`config.mk`:
```
export PLATFORM = sky130hd
export DESIGN_NAME = energy_best_tracker
export DESIGN_NICKNAME = d
export VERILOG_FILES = /design/src/rtl/energy_best_tracker.sv
export SDC_FILE = /design/constraint.sdc
export NUM_CORES = 1
export LEC_CHECK = 0
export CELL_PAD_IN_SITES_DETAIL_PLACEMENT = 1
export CELL_PAD_IN_SITES_GLOBAL_PLACEMENT = 2
export CORE_ASPECT_RATIO = 2
export CORE_MARGIN = 8
export CORE_UTILIZATION = 28
export DETAILED_ROUTE_END_ITERATION = 12
export PLACE_DENSITY = 0.93
export SLEW_MARGIN = 20
export SYNTH_ARGS = -nofsm -noshare
export SYNTH_HDL_FRONTEND = slang
export SYNTH_SLANG_ARGS = --single-unit
```
`constraint.sdc`:
```
create_clock -name clk_i -period 3.9 [get_ports clk_i]
set_input_delay 0.78 -clock clk_i [delete_from_list [all_inputs] [get_ports clk_i]]
set_output_delay 0.78 -clock clk_i [all_outputs]
set_load 0.05 [all_outputs]
```
`src/rtl/energy_best_tracker.sv`:
```
// energy_best_tracker
//
// Tracks the minimum signed Ising energy seen on the energy stream and the spin
// vector that produced it. It counts consecutive non-improving samples. When
// that count reaches patience_i, it declares convergence and holds the best
// result on a valid/ready handshake.
//
// Optional feature macro: ENERGY_BEST_TRACKER_TIE_UPDATE_EN
//   defined   - a sample equal to the current best counts as an improvement, and
//               the newest spin vector replaces the stored one
//   undefined - equality is non-improving, and the oldest best spin is kept
//
// Ports:
//   clk_i, rst_ni     clock, asynchronous active-low reset
//   en_i              enable; low freezes all state and blocks both handshakes
//   clear_i           synchronous return to IDLE; a simultaneous sample is dropped
//   patience_i        non-improving samples before convergence, 0 = never
//   energy_valid_i    sample valid
//   energy_ready_o    sample accepted when high together with valid
//   energy_i, spin_i  energy sample and its spin vector
//   best_valid_o      at least one sample held since the last clear
//   best_energy_o     minimum energy so far
//   best_spin_o       spin vector belonging to best_energy_o
//   improved_o        one-cycle pulse after a handshake that updated the best
//   sample_cnt_o      accepted samples since the last clear, saturating
//   result_valid_o    converged result available
//   result_ready_i    converged result consumed
module energy_best_tracker #(
  parameter int unsigned DATASPIN         = 256,
  parameter int unsigned ENERGY_TOTAL_BIT = 32,
  parameter int unsigned PATIENCE_BIT     = 8,
  parameter int unsigned SAMPLE_CNT_BIT   = 16
) (
  input  logic                               clk_i,
  input  logic                               rst_ni,
  input  logic                               en_i,
  input  logic                               clear_i,
  input  logic        [PATIENCE_BIT-1:0]     patience_i,
  input  logic                               energy_valid_i,
  output logic                               energy_ready_o,
  input  logic signed [ENERGY_TOTAL_BIT-1:0] energy_i,
  input  logic        [DATASPIN-1:0]         spin_i,
  output logic                               best_valid_o,
  output logic signed [ENERGY_TOTAL_BIT-1:0] best_energy_o,
  output logic        [DATASPIN-1:0]         best_spin_o,
  output logic                               improved_o,
  output logic        [SAMPLE_CNT_BIT-1:0]   sample_cnt_o,
  output logic                               result_valid_o,
  input  logic                               result_ready_i
);

  typedef enum logic [1:0] {
    StIdle,
    StTrack,
    StDone
  } state_e;

  state_e                              state_q;
  logic                                accept_q;
  logic                                best_valid_q;
  logic signed [ENERGY_TOTAL_BIT-1:0]  best_energy_q;
  logic        [DATASPIN-1:0]          best_spin_q;
  logic                                improved_q;
  logic        [PATIENCE_BIT-1:0]      stall_q;
  logic        [SAMPLE_CNT_BIT-1:0]    sample_cnt_q;

  logic                                sample_hs;
  logic                                result_hs;
  logic                                better;
  logic                                stall_hit;
  logic        [PATIENCE_BIT-1:0]      stall_inc;
  logic        [SAMPLE_CNT_BIT-1:0]    sample_cnt_inc;

  // accept_q is a registered "not DONE" flag. It is cleared by reset, so
  // energy_ready_o reads 0 during reset even with en_i high. It is updated to
  // the next-state value, so it follows the FSM without a cycle of lag.
  assign energy_ready_o = en_i && accept_q;
  assign sample_hs      = energy_valid_i && energy_ready_o;
  assign result_hs      = en_i && result_valid_o && result_ready_i;

`ifdef ENERGY_BEST_TRACKER_TIE_UPDATE_EN
  assign better = (energy_i <= best_energy_q);
`else
  assign better = (energy_i < best_energy_q);
`endif

  // Both counters saturate at all-ones.
  assign stall_inc      = (&stall_q) ? stall_q : stall_q + PATIENCE_BIT'(1);
  assign sample_cnt_inc = (&sample_cnt_q) ? sample_cnt_q : sample_cnt_q + SAMPLE_CNT_BIT'(1);

  // Equality against the live patience value. Lowering patience below a
  // saturated stall count therefore never converges.
  assign stall_hit = (patience_i != '0) && (stall_inc == patience_i);

  always_ff @(posedge clk_i or negedge rst_ni) begin
    if (!rst_ni) begin
      state_q       <= StIdle;
      accept_q      <= 1'b0;
      best_valid_q  <= 1'b0;
      best_energy_q <= '0;
      best_spin_q   <= '0;
      improved_q    <= 1'b0;
      stall_q       <= '0;
      sample_cnt_q  <= '0;
    end else if (en_i) begin
      improved_q <= 1'b0;
      accept_q   <= (state_q != StDone);
      if (clear_i) begin
        // Best energy/spin are kept; only the "held" flag and counters go.
        state_q      <= StIdle;
        accept_q     <= 1'b1;
        best_valid_q <= 1'b0;
        stall_q      <= '0;
        sample_cnt_q <= '0;
      end else begin
        case (state_q)
          StIdle: begin
            if (sample_hs) begin
              state_q       <= StTrack;
              best_valid_q  <= 1'b1;
              best_energy_q <= energy_i;
              best_spin_q   <= spin_i;
              improved_q    <= 1'b1;
              stall_q       <= '0;
              sample_cnt_q  <= sample_cnt_inc;
            end
          end
          StTrack: begin
            if (sample_hs) begin
              sample_cnt_q <= sample_cnt_inc;
              if (better) begin
                best_energy_q <= energy_i;
                best_spin_q   <= spin_i;
                improved_q    <= 1'b1;
                stall_q       <= '0;
              end else begin
                stall_q <= stall_inc;
                if (stall_hit) begin
                  state_q  <= StDone;
                  accept_q <= 1'b0;
                end
              end
            end
          end
          StDone: begin
            if (result_hs) begin
              state_q      <= StIdle;
              accept_q     <= 1'b1;
              best_valid_q <= 1'b0;
              stall_q      <= '0;
              sample_cnt_q <= '0;
            end
          end
          default: begin
            state_q  <= StIdle;
            accept_q <= 1'b1;
          end
        endcase
      end
    end else begin
      // While disabled, the update pulse is not repeated.
      improved_q <= 1'b0;
    end
  end

  assign best_valid_o   = best_valid_q;
  assign best_energy_o  = best_energy_q;
  assign best_spin_o    = best_spin_q;
  assign improved_o     = improved_q;
  assign sample_cnt_o   = sample_cnt_q;
  assign result_valid_o = (state_q == StDone);

endmodule
```
==> flow_metrics.env <==
export IMPL_leakagePower_nw=9.58
export IMPL_post_cts_setup_buffer_count=0
export IMPL_synth_nets=1248
export IMPL_clk_pin_slew_ps=60
export IMPL_yosys_top_cells_area="dfrtp_1 56%, mux2_4 22%, mux2_2 6.3%"
export IMPL_p_comb_frac=0.479
export IMPL_yosys_warnings=0
export IMPL_seq_area_frac_synth=0.562
export IMPL_crit_family="compound AO/OA/AOI/OAI gates"
export IMPL_hold_class="in2async"
export IMPL_multi_input_area_um2=5620
export IMPL_p_total_mw=15.4
export IMPL_gr_total_overflow=0
export IMPL_die_x_um=175
export IMPL_ys_seq_elements=317
export IMPL_synth_top_area_frac=0.562
export IMPL_drive_gt1_frac=0.247
export IMPL_htreeDepth=1
export IMPL_synth_main_ff_cell="dfrtp_1"
export IMPL_crit_fanout=22
export IMPL_ir_drop_mv=0.448
export IMPL_seq_area_um2=7930
export IMPL_status="finished, final reports clean"
export IMPL_routed_via_count=10100
export IMPL_place_area_um2=21100
export IMPL_synthDistinctLibCells=45
export IMPL_die_height_um=333
export IMPL_final_nets=1899
export IMPL_drc_errors=0
export IMPL_clock_skew_ps=12.4
export IMPL_cp_data_arrival_time_ps=3980
export IMPL_setup_tns_ps=0
export IMPL_stdcell_area_um2=22200
export IMPL_gr_usage_met3=0.0553
export IMPL_max_clock_freq_ghz=0.284
export IMPL_dp_hpwl_mm=40.6
export IMPL_hold_violations=0
export IMPL_grt_pass1_wl_mm=78.3
export IMPL_reg2regPathDepth=12
export IMPL_drt_pass1_iter_count=4
export IMPL_setup_viol=0
export IMPL_p_int_mw=8.97
export IMPL_cp_end_kind="flop"
export IMPL_maxSlewHeadroom=0.531
export IMPL_root_buffer="clkbuf_16"
export IMPL_fin_crit_ps=3530
export IMPL_clk_latency_ps=580
export IMPL_cp_required_ps=4350
export IMPL_grt_pass1_vias=11900
export IMPL_gp_congestion=0.789
export IMPL_syn_avg_cell_area_um2=15.5
export IMPL_r2r_slack_ps=640
export IMPL_die_area_um2=58300
export IMPL_fin_ws_ps=373
export IMPL_seq_power_share=0.311
export IMPL_cp_num_buf_inv=3
export IMPL_area_growth_pct=57.5
export IMPL_grtUsageMet2=0.325
export IMPL_cts_repair_resized=0
export IMPL_numCtsBuffers=31
export IMPL_syn_cell_area_um2=14100
export IMPL_timing_rr_end="best_spin_o[251]"
export IMPL_p_sw_mw=6.42
export IMPL_initial_core_util=0.283
export IMPL_synth_top_cell_by_area="dfrtp_1"
export IMPL_clk_path_buf_depth=3
export IMPL_synth_edf_count=0
export IMPL_post_synth_top_count_cell="dfrtp_1"
export IMPL_met1_usage=0.175
export IMPL_fillers=5168
export IMPL_pwr_share_clk=0.210
export IMPL_grt_util_all_layers=0.174
export IMPL_drv_slew=0
export IMPL_critPathSlowestCell="clkdlybuf4s50_1"
export IMPL_routed_wl_mm=51.9
export IMPL_post_place_ws_ps=-281
export IMPL_crit_chain="clkdlybuf4s50_1 -> ha_1 -> a211o_1 -> a31oi_1 -> o311a_1 -> o41ai_2 -> a311oi_2 -> a31oi_4 -> a21boi_4 -> buf_12 -> buf_12 -> mux2_2"
export IMPL_cpPeakStageDelay_ps=450
export IMPL_pwr_density_cell_nw_per_um2=693
export IMPL_r2r_start="best_energy_o[2]"
export IMPL_criticalPathCategory="in2reg"
export IMPL_rsz0062_at_grt="no"
export IMPL_async_flop_share=1.00
export IMPL_antenna_found_initial=12
export IMPL_cts_tree="yes"
export IMPL_synth_cells=913
export IMPL_via_per_inst=4.48
export IMPL_finalCritPeriodShare=0.904
export IMPL_cts_sinks=317
export IMPL_cap_violations=0
export IMPL_rows=116
export IMPL_timing_hold_ws_ps=66.6
export IMPL_synth_commonest_cells="317 x dfrtp_1, 209 x mux2_4, 79 x mux2_2, 39 x inv_1, 37 x nor2_1"
export IMPL_cts_hold_repair_buffers=0
export IMPL_post_drt_wl_per_cell_um=23.1
export IMPL_boundaryPins=610
export IMPL_top_usage_layer="met2"
export IMPL_tightest_slew_ps=704
export IMPL_drt_iter0_markers=374
export IMPL_io_buffers=609
export IMPL_switching_share=0.417
export IMPL_grt_max_degree=125
export IMPL_drtAntennaViolNets=0
export IMPL_critPathLaunchType="primary input"
export IMPL_core_area_um2=49900
export IMPL_cp_common_cell="buf_12"
==> cell usage in the layout, fill, tap and decap left out, types with 9 or more instances in the layout <==
cell,synthesis,final
buf_4,0,32
inv_1,39,39
mux2_2,79,79
nand2_1,28,28
buf_12,0,13
nand3_1,13,13
xor2_1,12,12
nor2_1,37,37
a21oi_1,19,19
diode_2,0,10
o21ai_0,10,10
ha_1,33,33
nand4_1,9,9
dfrtp_1,317,317
mux2_4,209,209
clkdlybuf4s50_1,0,608
clkbuf_16,0,31
a31oi_1,11,11
==> power by group through the flow <==
| stage | registers [mW] | logic [mW] | clock network, mW |
|---|---|---|---|
| CTS | 4.81 | 7.47 | 3.36 |
| finish | 4.79 | 7.37 | 3.23 |
| floorplan | 7.82 | 1.51 | 0 |
| global placement | 4.78 | 7.30 | 0 |
| global route | 4.90 | 7.66 | 3.47 |
| detailed placement | 4.83 | 7.43 | 0 |
==> routing by layer <==
metal / wire [um] / part of all wire / vias to the layer above
met5: 27 / 0.00052 / -
met4: 1550 / 0.030 / 4
met3: 4240 / 0.082 / 88
met2: 28400 / 0.55 / 445
met1: 17700 / 0.34 / 5013
li1: - / - / 4523
==> area by class of cell <==
class | instances | area share
sequential | 317 | 0.357
timing repair buffer | 654 | 0.297
multi-input combinational | 521 | 0.253
clock buffer | 43 | 0.0405
tap | 649 | 0.0365
clock inverter | 13 | 0.00800
inverter | 39 | 0.00659
antenna | 10 | 0.00113
==> per-stage QoR <==
step,util,std cells
after floorplan,-,913
after global placement,0.423,2180
after detailed placement,0.423,2180
after CTS,0.445,2236
after global routing,0.445,2244
final,0.445,2246
==> worst reg2reg max path, stage by stage, from the launching register on <==
cell and delay (ps):
dfrtp_1 380, inv_1 60, ha_1 300, a211o_1 300
a31oi_1 160, o311a_1 210, o41ai_2 120, a311oi_2 370
a31oi_4 140, a21boi_4 240, buf_12 230, buf_12 230
mux2_2 380
==> flip-flops by register name, summed over array words and instances, names as in the netlist <==
register and count:
improved_o 1, best_valid_o 1, stall_q 8, sample_cnt_o 16, state_q 2, best_spin_o 256
accept_q 1, best_energy_o 32
==> kinds of logic (layout without fill, tap and decap cells) <==
kind of cell	Yosys count	count (layout)	synth area share
XOR/XNOR	20	20	0.0124
AO/OA/AOI/OAI	62	62	0.0301
buffers and inverters	75	749	0.0397
adder cells (fa/ha/maj)	33	33	0.0293
AND/OR/NAND/NOR	115	115	0.0387
multiplexers	291	291	0.288
flip-flops	317	317	0.562
other	0	10	0
==> how the worst max path moves through the flow <==
stage / start / end / slack, ps / depth (start not counted)
after global placement: energy_i[2] / best_spin_o[232] / -210 / 12
after detailed placement: energy_i[2] / best_spin_o[251] / -280 / 12
after floorplan: energy_i[2] / best_energy_o[10] / 620 / 12
final: energy_i[2] / best_spin_o[251] / 370 / 12
after global routing: energy_i[2] / best_spin_o[251] / 230 / 12
after CTS: energy_i[2] / best_spin_o[251] / 340 / 12
Note: power is estimated with default switching activity, not from simulation.
